--- config.mk ---
export PLATFORM = sky130hd
export DESIGN_NAME = clock_field_editor
export DESIGN_NICKNAME = d
export VERILOG_FILES = /design/src/rtl/clock_field_editor.sv
export SDC_FILE = /design/constraint.sdc
export NUM_CORES = 1
export LEC_CHECK = 0
export CORE_UTILIZATION = 50
export DETAILED_ROUTE_END_ITERATION = 16
export GPL_TIMING_DRIVEN = 1
export MAX_ROUTING_LAYER = met4
export PLACE_DENSITY = 0.86
export SETUP_SLACK_MARGIN = 0.02
export SLEW_MARGIN = 20
export SYNTH_ARGS = -nofsm -noshare
export SYNTH_HDL_FRONTEND = slang
export SYNTH_SLANG_ARGS = --single-unit
--- constraint.sdc ---
create_clock -name clk -period 3.7 [get_ports clk]
set_input_delay 0.74 -clock clk [delete_from_list [all_inputs] [get_ports clk]]
set_output_delay 0.74 -clock clk [all_outputs]
set_load 0.03 [all_outputs]
--- src/rtl/clock_field_editor.sv ---
`timescale 1ns/1ps
// Shadow editor for hh:mm:ss and yy/mm/dd values while the set-mode FSM is in set-time or set-date.
// Field/increment edits take effect one clk later; write strobes are combinational from state and enables.
// No backpressure: the timekeeper and calendar must accept time_wr/date_wr on the strobe cycle.
module clock_field_editor #(
    parameter int REPEAT_DELAY  = 500,
    parameter int REPEAT_PERIOD = 100,
    parameter int CNT_W         = 16
) (
    input  logic       clk,
    input  logic       rst_n,
    input  logic       set_time_en,
    input  logic       set_date_en,
    input  logic       field_next,
    input  logic       inc_key,
    input  logic [4:0] cur_hour,
    input  logic [5:0] cur_min,
    input  logic [5:0] cur_sec,
    input  logic [6:0] cur_year,
    input  logic [3:0] cur_month,
    input  logic [4:0] cur_day,
    output logic [4:0] set_hour,
    output logic [5:0] set_min,
    output logic [5:0] set_sec,
    output logic [6:0] set_year,
    output logic [3:0] set_month,
    output logic [4:0] set_day,
    output logic       time_wr,
    output logic       date_wr,
    output logic [1:0] edit_field
);

    typedef enum logic [1:0] {IDLE, EDIT_TIME, EDIT_DATE} state_t;

    state_t           state;
    logic             key_prev;
    logic             rep_armed;
    logic             rep_first;
    logic [CNT_W-1:0] rep_cnt;

    function automatic logic [4:0] days_in(input logic [3:0] m, input logic [6:0] y);
        case (m)
            4'd2:                          days_in = (y[1:0] == 2'b00) ? 5'd29 : 5'd28;
            4'd4, 4'd6, 4'd9, 4'd11:       days_in = 5'd30;
            default:                       days_in = 5'd31;
        endcase
    endfunction

    function automatic logic [4:0] clamp_day(input logic [4:0] d, input logic [4:0] dm);
        clamp_day = (d > dm) ? dm : d;
    endfunction

    logic       editing;
    logic       press;
    logic       rep_hit;
    logic       bump;
    logic [4:0] hour_inc;
    logic [5:0] min_inc;
    logic [5:0] sec_inc;
    logic [6:0] year_inc;
    logic [3:0] month_inc;
    logic [4:0] day_inc;

    assign time_wr = (state == EDIT_TIME) && !set_time_en;
    assign date_wr = (state == EDIT_DATE) && !set_date_en;
    assign editing = ((state == EDIT_TIME) && set_time_en) ||
                     ((state == EDIT_DATE) && set_date_en);

    // An exit cycle is not an editing cycle, so an increment coinciding with a strobe is dropped.
    assign press   = inc_key && !key_prev;
    assign rep_hit = rep_armed && inc_key &&
                     (rep_first ? (rep_cnt == CNT_W'(REPEAT_DELAY))
                                : (rep_cnt == CNT_W'(REPEAT_PERIOD)));
    assign bump    = editing && (press || rep_hit);

    assign hour_inc  = (set_hour  == 5'd23) ? 5'd0 : set_hour + 5'd1;
    assign min_inc   = (set_min   == 6'd59) ? 6'd0 : set_min + 6'd1;
    assign sec_inc   = (set_sec   == 6'd59) ? 6'd0 : set_sec + 6'd1;
    assign year_inc  = (set_year  == 7'd99) ? 7'd0 : set_year + 7'd1;
    assign month_inc = (set_month == 4'd12) ? 4'd1 : set_month + 4'd1;
    assign day_inc   = (set_day >= days_in(set_month, set_year)) ? 5'd1 : set_day + 5'd1;

    always_ff @(posedge clk or negedge rst_n) begin
        if (!rst_n) begin
            state      <= IDLE;
            set_hour   <= 5'd0;
            set_min    <= 6'd0;
            set_sec    <= 6'd0;
            set_year   <= 7'd0;
            set_month  <= 4'd1;
            set_day    <= 5'd1;
            edit_field <= 2'd0;
            key_prev   <= 1'b0;
            rep_armed  <= 1'b0;
            rep_first  <= 1'b0;
            rep_cnt    <= '0;
        end else begin
            key_prev <= inc_key;

            // rep_cnt counts cycles since the last increment of a held key.
            if (!editing || !inc_key) begin
                rep_armed <= 1'b0;
                rep_first <= 1'b0;
                rep_cnt   <= '0;
            end else if (press) begin
                rep_armed <= 1'b1;
                rep_first <= 1'b1;
                rep_cnt   <= CNT_W'(1);
            end else if (rep_hit) begin
                rep_first <= 1'b0;
                rep_cnt   <= CNT_W'(1);
            end else if (rep_armed) begin
                rep_cnt   <= rep_cnt + CNT_W'(1);
            end

            case (state)
                IDLE: begin
                    if (set_time_en) begin
                        state      <= EDIT_TIME;
                        set_hour   <= cur_hour;
                        set_min    <= cur_min;
                        set_sec    <= cur_sec;
                        edit_field <= 2'd0;
                    end else if (set_date_en) begin
                        state      <= EDIT_DATE;
                        set_year   <= cur_year;
                        set_month  <= cur_month;
                        set_day    <= cur_day;
                        edit_field <= 2'd0;
                    end
                end
                EDIT_TIME: begin
                    if (!set_time_en) begin
                        if (set_date_en) begin
                            state      <= EDIT_DATE;
                            set_year   <= cur_year;
                            set_month  <= cur_month;
                            set_day    <= cur_day;
                            edit_field <= 2'd0;
                        end else begin
                            state <= IDLE;
                        end
                    end else begin
                        if (bump) begin
                            case (edit_field)
                                2'd0:    set_hour <= hour_inc;
                                2'd1:    set_min  <= min_inc;
                                2'd2:    set_sec  <= sec_inc;
                                default: ;
                            endcase
                        end
                        if (field_next)
                            edit_field <= (edit_field == 2'd2) ? 2'd0 : edit_field + 2'd1;
                    end
                end
                EDIT_DATE: begin
                    if (!set_date_en) begin
                        state <= IDLE;
                    end else begin
                        if (bump) begin
                            case (edit_field)
                                2'd0: begin
                                    set_year <= year_inc;
                                    set_day  <= clamp_day(set_day, days_in(set_month, year_inc));
                                end
                                2'd1: begin
                                    set_month <= month_inc;
                                    set_day   <= clamp_day(set_day, days_in(month_inc, set_year));
                                end
                                2'd2:    set_day <= day_inc;
                                default: ;
                            endcase
                        end
                        if (field_next)
                            edit_field <= (edit_field == 2'd2) ? 2'd0 : edit_field + 2'd1;
                    end
                end
                default: state <= IDLE;
            endcase
        end
    end

endmodule

==> results of run 1 <==
[cell type report]
cell class,instances,area [um^2]
Sequential cell,56,1400
Fill cell,621,2590
Clock buffer,6,72.6
Tap cell,99,124
Timing Repair Buffer,83,806
Inverter,27,101
Multi-Input combinational cell,351,2350
Clock inverter,1,5.00
[stage by stage]
stage	area [um^2]	cells	util	setup WS (ns)	total power [mW]
finish	4860	623	0.653	0.405	3.70
global route	4860	623	0.653	0.108	3.97
CTS	4860	623	0.653	0.213	3.69
detailed placement	4780	616	0.642	0.235	3.35
global placement	4780	616	0.642	0.376	3.26
floorplan	3940	454	-	0.432	2.58
[placed cells by master, fill, tap and decap left out, types with 5 or more instances in the layout]
cell type        Yosys  final
a21oi_1             22     22
a22o_1               9      9
a31oi_1              6      6
and3_1              11     11
buf_4                1      8
clkbuf_8             0      5
clkdlybuf4s50_1      0     74
dfrtp_1             54     54
ha_1                29     29
inv_1               27     27
mux2i_1             13     13
nand2_1             35     35
nand2b_1             7      7
nand3_1             27     27
nand4_1              9      9
nor2_1              41     41
nor2b_1              7      7
nor3_1              11     11
o21ai_0             41     41
o31ai_1              5      5
xor2_1              12     12
[routing by layer]
layer | track usage | share of wire
met5 | - | 0
met4 | 0.0632 | 0.013
met3 | 0.0455 | 0.060
met2 | 0.419 | 0.49
met1 | 0.322 | 0.43
[cell families (layout without fill, tap and decap cells)]
group | count (synthesis) | after routing | share of synthesized area
multiplexers | 16 | 16 | 0.0416
adder cells (fa/ha/maj) | 29 | 29 | 0.0922
buffers and inverters | 47 | 117 | 0.0473
flip-flops | 56 | 56 | 0.357
AO/OA/AOI/OAI | 121 | 121 | 0.208
AND/OR/NAND/NOR | 169 | 169 | 0.219
XOR/XNOR | 16 | 16 | 0.0356
[state kept, by name, indices dropped and copies added (netlist names), 2 cells and up]
name and cells:
set_hour 5, state 2, set_min 6, rep_cnt 16
set_month 4, edit_field 2, set_day 5, set_year 7
set_sec 6
[final timing paths]
kind                                    from           to  slack, ns
worst max-delay path            set_month[0]   set_day[4]       0.41
worst min-delay path                   rst_n  set_year[0]       0.50
worst max register to register  set_month[0]   set_day[4]       0.41
worst min register to register    set_sec[1]   set_sec[1]       0.55
max in group asynchronous              rst_n   set_day[0]       2.41
min in group clk                  set_sec[1]   set_sec[1]       0.55
[where the power goes]
part / leakage (nW) / total (mW) / switching, mW / internal, mW
clock: 0.0410 / 0.333 / 0.203 / 0.130
sequential: 0.710 / 1.11 / 0.295 / 0.819
combinational: 1.23 / 2.26 / 1.32 / 0.939
total: 1.98 / 3.70 / 1.82 / 1.89
==> summary.txt, run 1 <==
Floorplan
  • Chip height: 90.7 um
  • Die Footprint: a little over 8000 um^2
  • I/O Pins: 76
  • Row cnt: 31
  • Core Box Area: roughly 7400 um^2
  • Initial Util: 0.529
  • Die width: slightly above 90 um

Yosys
  • Syn_nets: 522
  • Top cells by count, synth: 54 x dfrtp_1, 41 x nor2_1, 41 x o21ai_0
  • Yosys warns: 0
  • Netlist cell types: 63
  • Synth Area per Inst: slightly below 9 um^2
  • Post-synth EDFFs: 0
  • FF+latch count, synth: between 50 and 60
  • Most frequent cell after synthesis: dfrtp_1
  • Sequential area share after synthesis: 0.357
  • Area share of the largest cell type after synthesis: 0.343
  • Post-synth top area cell: dfrtp_1
  • Gate Count Post-Synth: roughly 450
  • Top cells by area, synth: dfrtp_1 34%, ha_1 9.2%, o21ai_0 5.2%, nor2_1 3.9%, nand3_1 3.4%
  • Post-Syn Area: 3940 um^2
  • Fraction of registers with async set/reset: 1.00
  • Top_reg_cell synth: dfrtp_1

Placement
  • Port Buffer Count: 75
  • Placed wire-length estimate: between 7 and 8 mm
  • Gpl congestion: around 0.9

Worst setup path
  • Slowest CP cell: dfstp_2
  • Crit-path cells: inv_1 > ha_1 > o311ai_1 > a21oi_1 > a22o_1 > ha_1 > nand2_1 > o2111ai_1 > a21oi_1 > o311ai_4 > a21oi_1 > o21a_1
  • Crit. End Element: flop
  • CP Launch Type: flop
  • Crit-path most repeated cell: a21oi_1
  • Crit-path max FO: 8
  • Crit path depth: 12
  • Buf/Inv on CP: 1
  • Worst path max stage delay: a little over 0.6 ns
  • Crit path DAT: 3.51 ns
  • Crit Path Category: flop to flop
  • CP required: 3.92 ns
  • Reg2Reg Depth: 12
  • Top delay family on crit path: compound AO/OA/AOI/OAI gates

Power
  • Worst VDD drop: just under 500 uV
  • Leakage: 1.98 nW
  • PwrDens: roughly 760 nW/um^2

Route
  • Vias: 3738
  • WL per Instance: roughly 16 um
  • Routed Antenna Nets: 0
  • DR iter-0 viols: around 340
  • Final wirelength: 10.0 mm
  • Pre-antenna DRT Iters: 5
  • DR vias/cell: around 6.0
  • DRC viols: 0

Timing
  • Fin crit period: roughly 3.3 ns
  • RSZ-0062 raised after global routing: false
  • Max_slew headroom: 0.395
  • Clock Skews: just under 0.005 ns
  • Post-Route Setup TNS: 0 ns
  • Fin. Hold Viols: 0
  • Fmax: 0.304 GHz
  • Setup-failing EPs final: 0
  • Hold Slack: approximately 0.50 ns
  • Worst slew pin tran: between 0.8 and 0.9 ns
  • Max Slew Vio Count: 0
  • Fin crit share: 0.890

Clock tree
  • Post-CTS Setup Bufs: 0
  • Post-cts resize count: 0
  • Cts bufs inserted: 5
  • Hold Buf Count CTS: 0
  • Clock Tree Root: clkbuf_8
  • H-tree depth: 2
  • Total number of clock tree sinks: 56
  • Clock transition at path regs: about 0.1 ns
  • CTS tree: built
  • CTS Buffer Depth: 2
  • Clk_lat worst skew: around 0.32 ns

Layout
  • ANT cells: 0
  • Area Overhead vs Synth: 23.4%
  • Final Net Count: between 500 and 600
  • Share of layout cells above drive strength 1: 0.0553

GRT
  • Pin count of the biggest net entering global routing: 35
  • Tot GR Track Use: 0.254
  • Total grt overflow: 0
  • Initial antenna violation count: 0
  • First-pass GRT wire length: ~16 mm
  • Number of global-route vias before repair: about 3500

Run
  • Max_cap viols: 0

Min path
  • Hold Path Class: input pin to async pin

Status
  • Status: finished clean
Note: power is estimated with default switching activity, not from simulation.
==> run 2, diff against run 1 <==
==> constraint.sdc (replaced) <==
create_clock -name clk -period 3.6 [get_ports clk]
set_input_delay 0.72 -clock clk [delete_from_list [all_inputs] [get_ports clk]]
set_output_delay 0.72 -clock clk [all_outputs]
set_load 0.03 [all_outputs]
==> run 2 against run 1 <==
Compared with the run above:
- cell count rose by 0.48%
- worst setup slack worse by 0.13 ns
- wire length down 2.4%
- hold slack gained 0.032 ns
- non-clock buffer count is 2 higher
- count of clock-buffer cells in the layout unchanged
- critical path type unchanged
- critical endpoint unchanged
==> summary.txt, run 2 (synthesis results as in run 1) <==
Clock tree
  • Clock Tree Root: clkbuf_8
  • CTS Buffer Depth: 2
  • Clock transition at path regs: 0.10 ns
  • Clk_lat worst skew: between 0.3 and 0.4 ns
  • Total number of clock tree sinks: between 50 and 60
  • Post-CTS Setup Bufs: 0
  • Post-cts resize count: 0
  • Cts bufs inserted: 5
  • Hold Buf Count CTS: 0
  • CTS tree: built
  • H-tree depth: 2

GRT
  • First-pass GRT wire length: ~16 mm
  • Pin count of the biggest net entering global routing: 43
  • Total grt overflow: 0
  • Number of global-route vias before repair: 3472
  • Initial antenna violation count: 0
  • Tot GR Track Use: 0.252

Placement
  • Placed cell areas: around 4800 um^2
  • Placed wire-length estimate: about 7.3 mm
  • Port Buffer Count: between 70 and 80
  • Dpl ws: between 0.3 and 0.4 ns
  • Gpl congestion: roughly 0.86
  • Placed Cells: around 620

Worst setup path
  • Crit-path cells: inv_1 > ha_1 > o311ai_0 > buf_4 > nor2_1 > ha_1 > nor2b_1 > o2111ai_1 > a21oi_1 > o311ai_4 > a21oi_1 > o21a_1
  • CP Launch Type: flop
  • Slowest CP cell: dfstp_2
  • Crit-path max FO: 8
  • Worst path max stage delay: 0.61 ns
  • Crit path DAT: 3.55 ns
  • Top delay family on crit path: compound AO/OA/AOI/OAI gates
  • CP required: roughly 3.8 ns
  • Crit. End Element: flop
  • Crit Path Category: flop to flop
  • Buf/Inv on CP: 2

Floorplan
  • Die Footprint: around 8000 um^2
  • Row cnt: 31
  • Die width: 90.7 um
  • Core Box Area: around 7400 um^2
  • Chip height: ~90 um
  • Initial Util: 0.529
  • I/O Pins: 76

Power
  • Combinational power share: 0.599
  • PwrDens: around 800 nW/um^2
  • Worst VDD drop: 511 uV
  • Power Total: slightly below 4 mW
  • Clock power frac: 0.108
  • Sequential share of power: 0.293
  • Sw Share: 0.480
  • Pint: between 2 and 2.5 mW
  • Leakage: 2.01 nW
  • Psw: 1.88 mW

Layout
  • Area Overhead vs Synth: 24.7%
  • Final Net Count: 594
  • Share of layout cells above drive strength 1: 0.0607
  • Final Non-Filler Cells: between 600 and 700
  • Top Registers: rep_cnt: 16 flops, set_year: 7 flops
  • Core Util, Final: 0.659
  • Design area: roughly 5000 um^2
  • Max reg flops: 16
  • ANT cells: 0
  • Top reg by flops: rep_cnt
  • Commonest non-fill, non-tap cells in the layout: 74 x clkdlybuf4s50_1, 54 x dfrtp_1, 41 x nor2_1, 41 x o21ai_0, 35 x nand2_1
  • Commonest non-fill, non-tap cell in the layout: clkdlybuf4s50_1

Timing
  • Fin crit period: ~3.3 ns
  • Fin crit share: 0.925
  • Worst slew pin tran: 1.06 ns
  • Fmax: about 0.30 GHz
  • Max_slew headroom: 0.281
  • Hold Slack: roughly 0.53 ns
  • Fin. Hold Viols: 0
  • Clock Skews: 0.00858 ns
  • PnR worst setup slack: 0.271 ns
  • Setup-failing EPs final: 0
  • Max Slew Vio Count: 0
  • RSZ-0062 raised after global routing: false
  • Post-Route Setup TNS: 0 ns

Route
  • DR iter-0 viols: 231
  • Vias: about 3800
  • Pre-antenna DRT Iters: 5
  • DR vias/cell: 6.01
  • DRC viols: 0
  • Final wirelength: 9.78 mm
  • WL per Instance: 15.6 um
  • Routed Antenna Nets: 0

Status
  • Status: finished clean

Run
  • Max_cap viols: 0

Min path
  • Hold Path Class: input pin to async pin
[run 2: changes by cell type in the layout (fill, tap and decap cells not counted)]
cell	before	now
o311ai_1	2	1
clkinv_2	1	0
o311ai_0	1	2
inv_6	0	1
bufinv_16	0	1
buf_4	8	10
[run 2: metal layers]
metal	vias to the layer above	part of all wire	track usage
met4	0	0.016	0.0712
li1	1804	-	-
met2	129	0.48	0.397
met3	21	0.051	0.0547
met1	1806	0.45	0.325
met5	-	0	-
[run 2: worst reg2reg max path, stage by stage, from the launching register on]
cell       delay [ns]
dfstp_2          0.61
inv_1            0.13
ha_1             0.26
o311ai_0         0.32
buf_4            0.19
nor2_1           0.07
ha_1             0.30
nor2b_1          0.14
o2111ai_1        0.24
a21oi_1          0.11
o311ai_4         0.44
a21oi_1          0.19
o21a_1           0.23
[run 2: path summary, 6_finish.rpt]
path / slack [ns] / endpoint / startpoint / cells after the start
worst max-delay path: 0.27 / set_day[4] / set_month[0] / 12
worst max register to register: 0.27 / set_day[4] / set_month[0] / 12
worst min register to register: 0.57 / set_sec[1] / set_sec[1] / 2
max in group asynchronous: 2.39 / set_hour[2] / rst_n / 2
worst min-delay path: 0.53 / set_year[3] / rst_n / 1
min in group clk: 0.57 / set_sec[1] / set_sec[1] / 2
[run 2: power groups by stage]
stage               clock network (mW)  logic, mW  registers [mW]
CTS                              0.439       2.34            1.14
finish                           0.425       2.35            1.15
global placement                     0       2.24            1.13
detailed placement                   0       2.33            1.15
floorplan                            0       1.22            1.44
global route                     0.465       2.55            1.19
[run 2: layout make-up]
cell class,count,area (um^2)
clock inverter,2,38.8
tap,99,124
sequential,56,1400
inverter,27,101
multi-input combinational,351,2350
timing repair buffer,85,821
clock buffer,6,72.6
fill,617,2540
==> run 3, diff against run 2 <==
--- a/config.mk
+++ b/config.mk
@@ -5,12 +5,15 @@
 export SDC_FILE = /design/constraint.sdc
 export NUM_CORES = 1
 export LEC_CHECK = 0
+export ABC_AREA = 0
 export CORE_UTILIZATION = 50
 export DETAILED_ROUTE_END_ITERATION = 16
 export GPL_TIMING_DRIVEN = 1
+export HOLD_SLACK_MARGIN = 0.12
 export MAX_ROUTING_LAYER = met4
 export PLACE_DENSITY = 0.86
 export SETUP_SLACK_MARGIN = 0.02
+export SKIP_LAST_GASP = 1
 export SLEW_MARGIN = 20
 export SYNTH_ARGS = -nofsm -noshare
 export SYNTH_HDL_FRONTEND = slang
==> results of run 3 <==
Same layout as run 2: the final DEF is identical, and so are final timing and power.
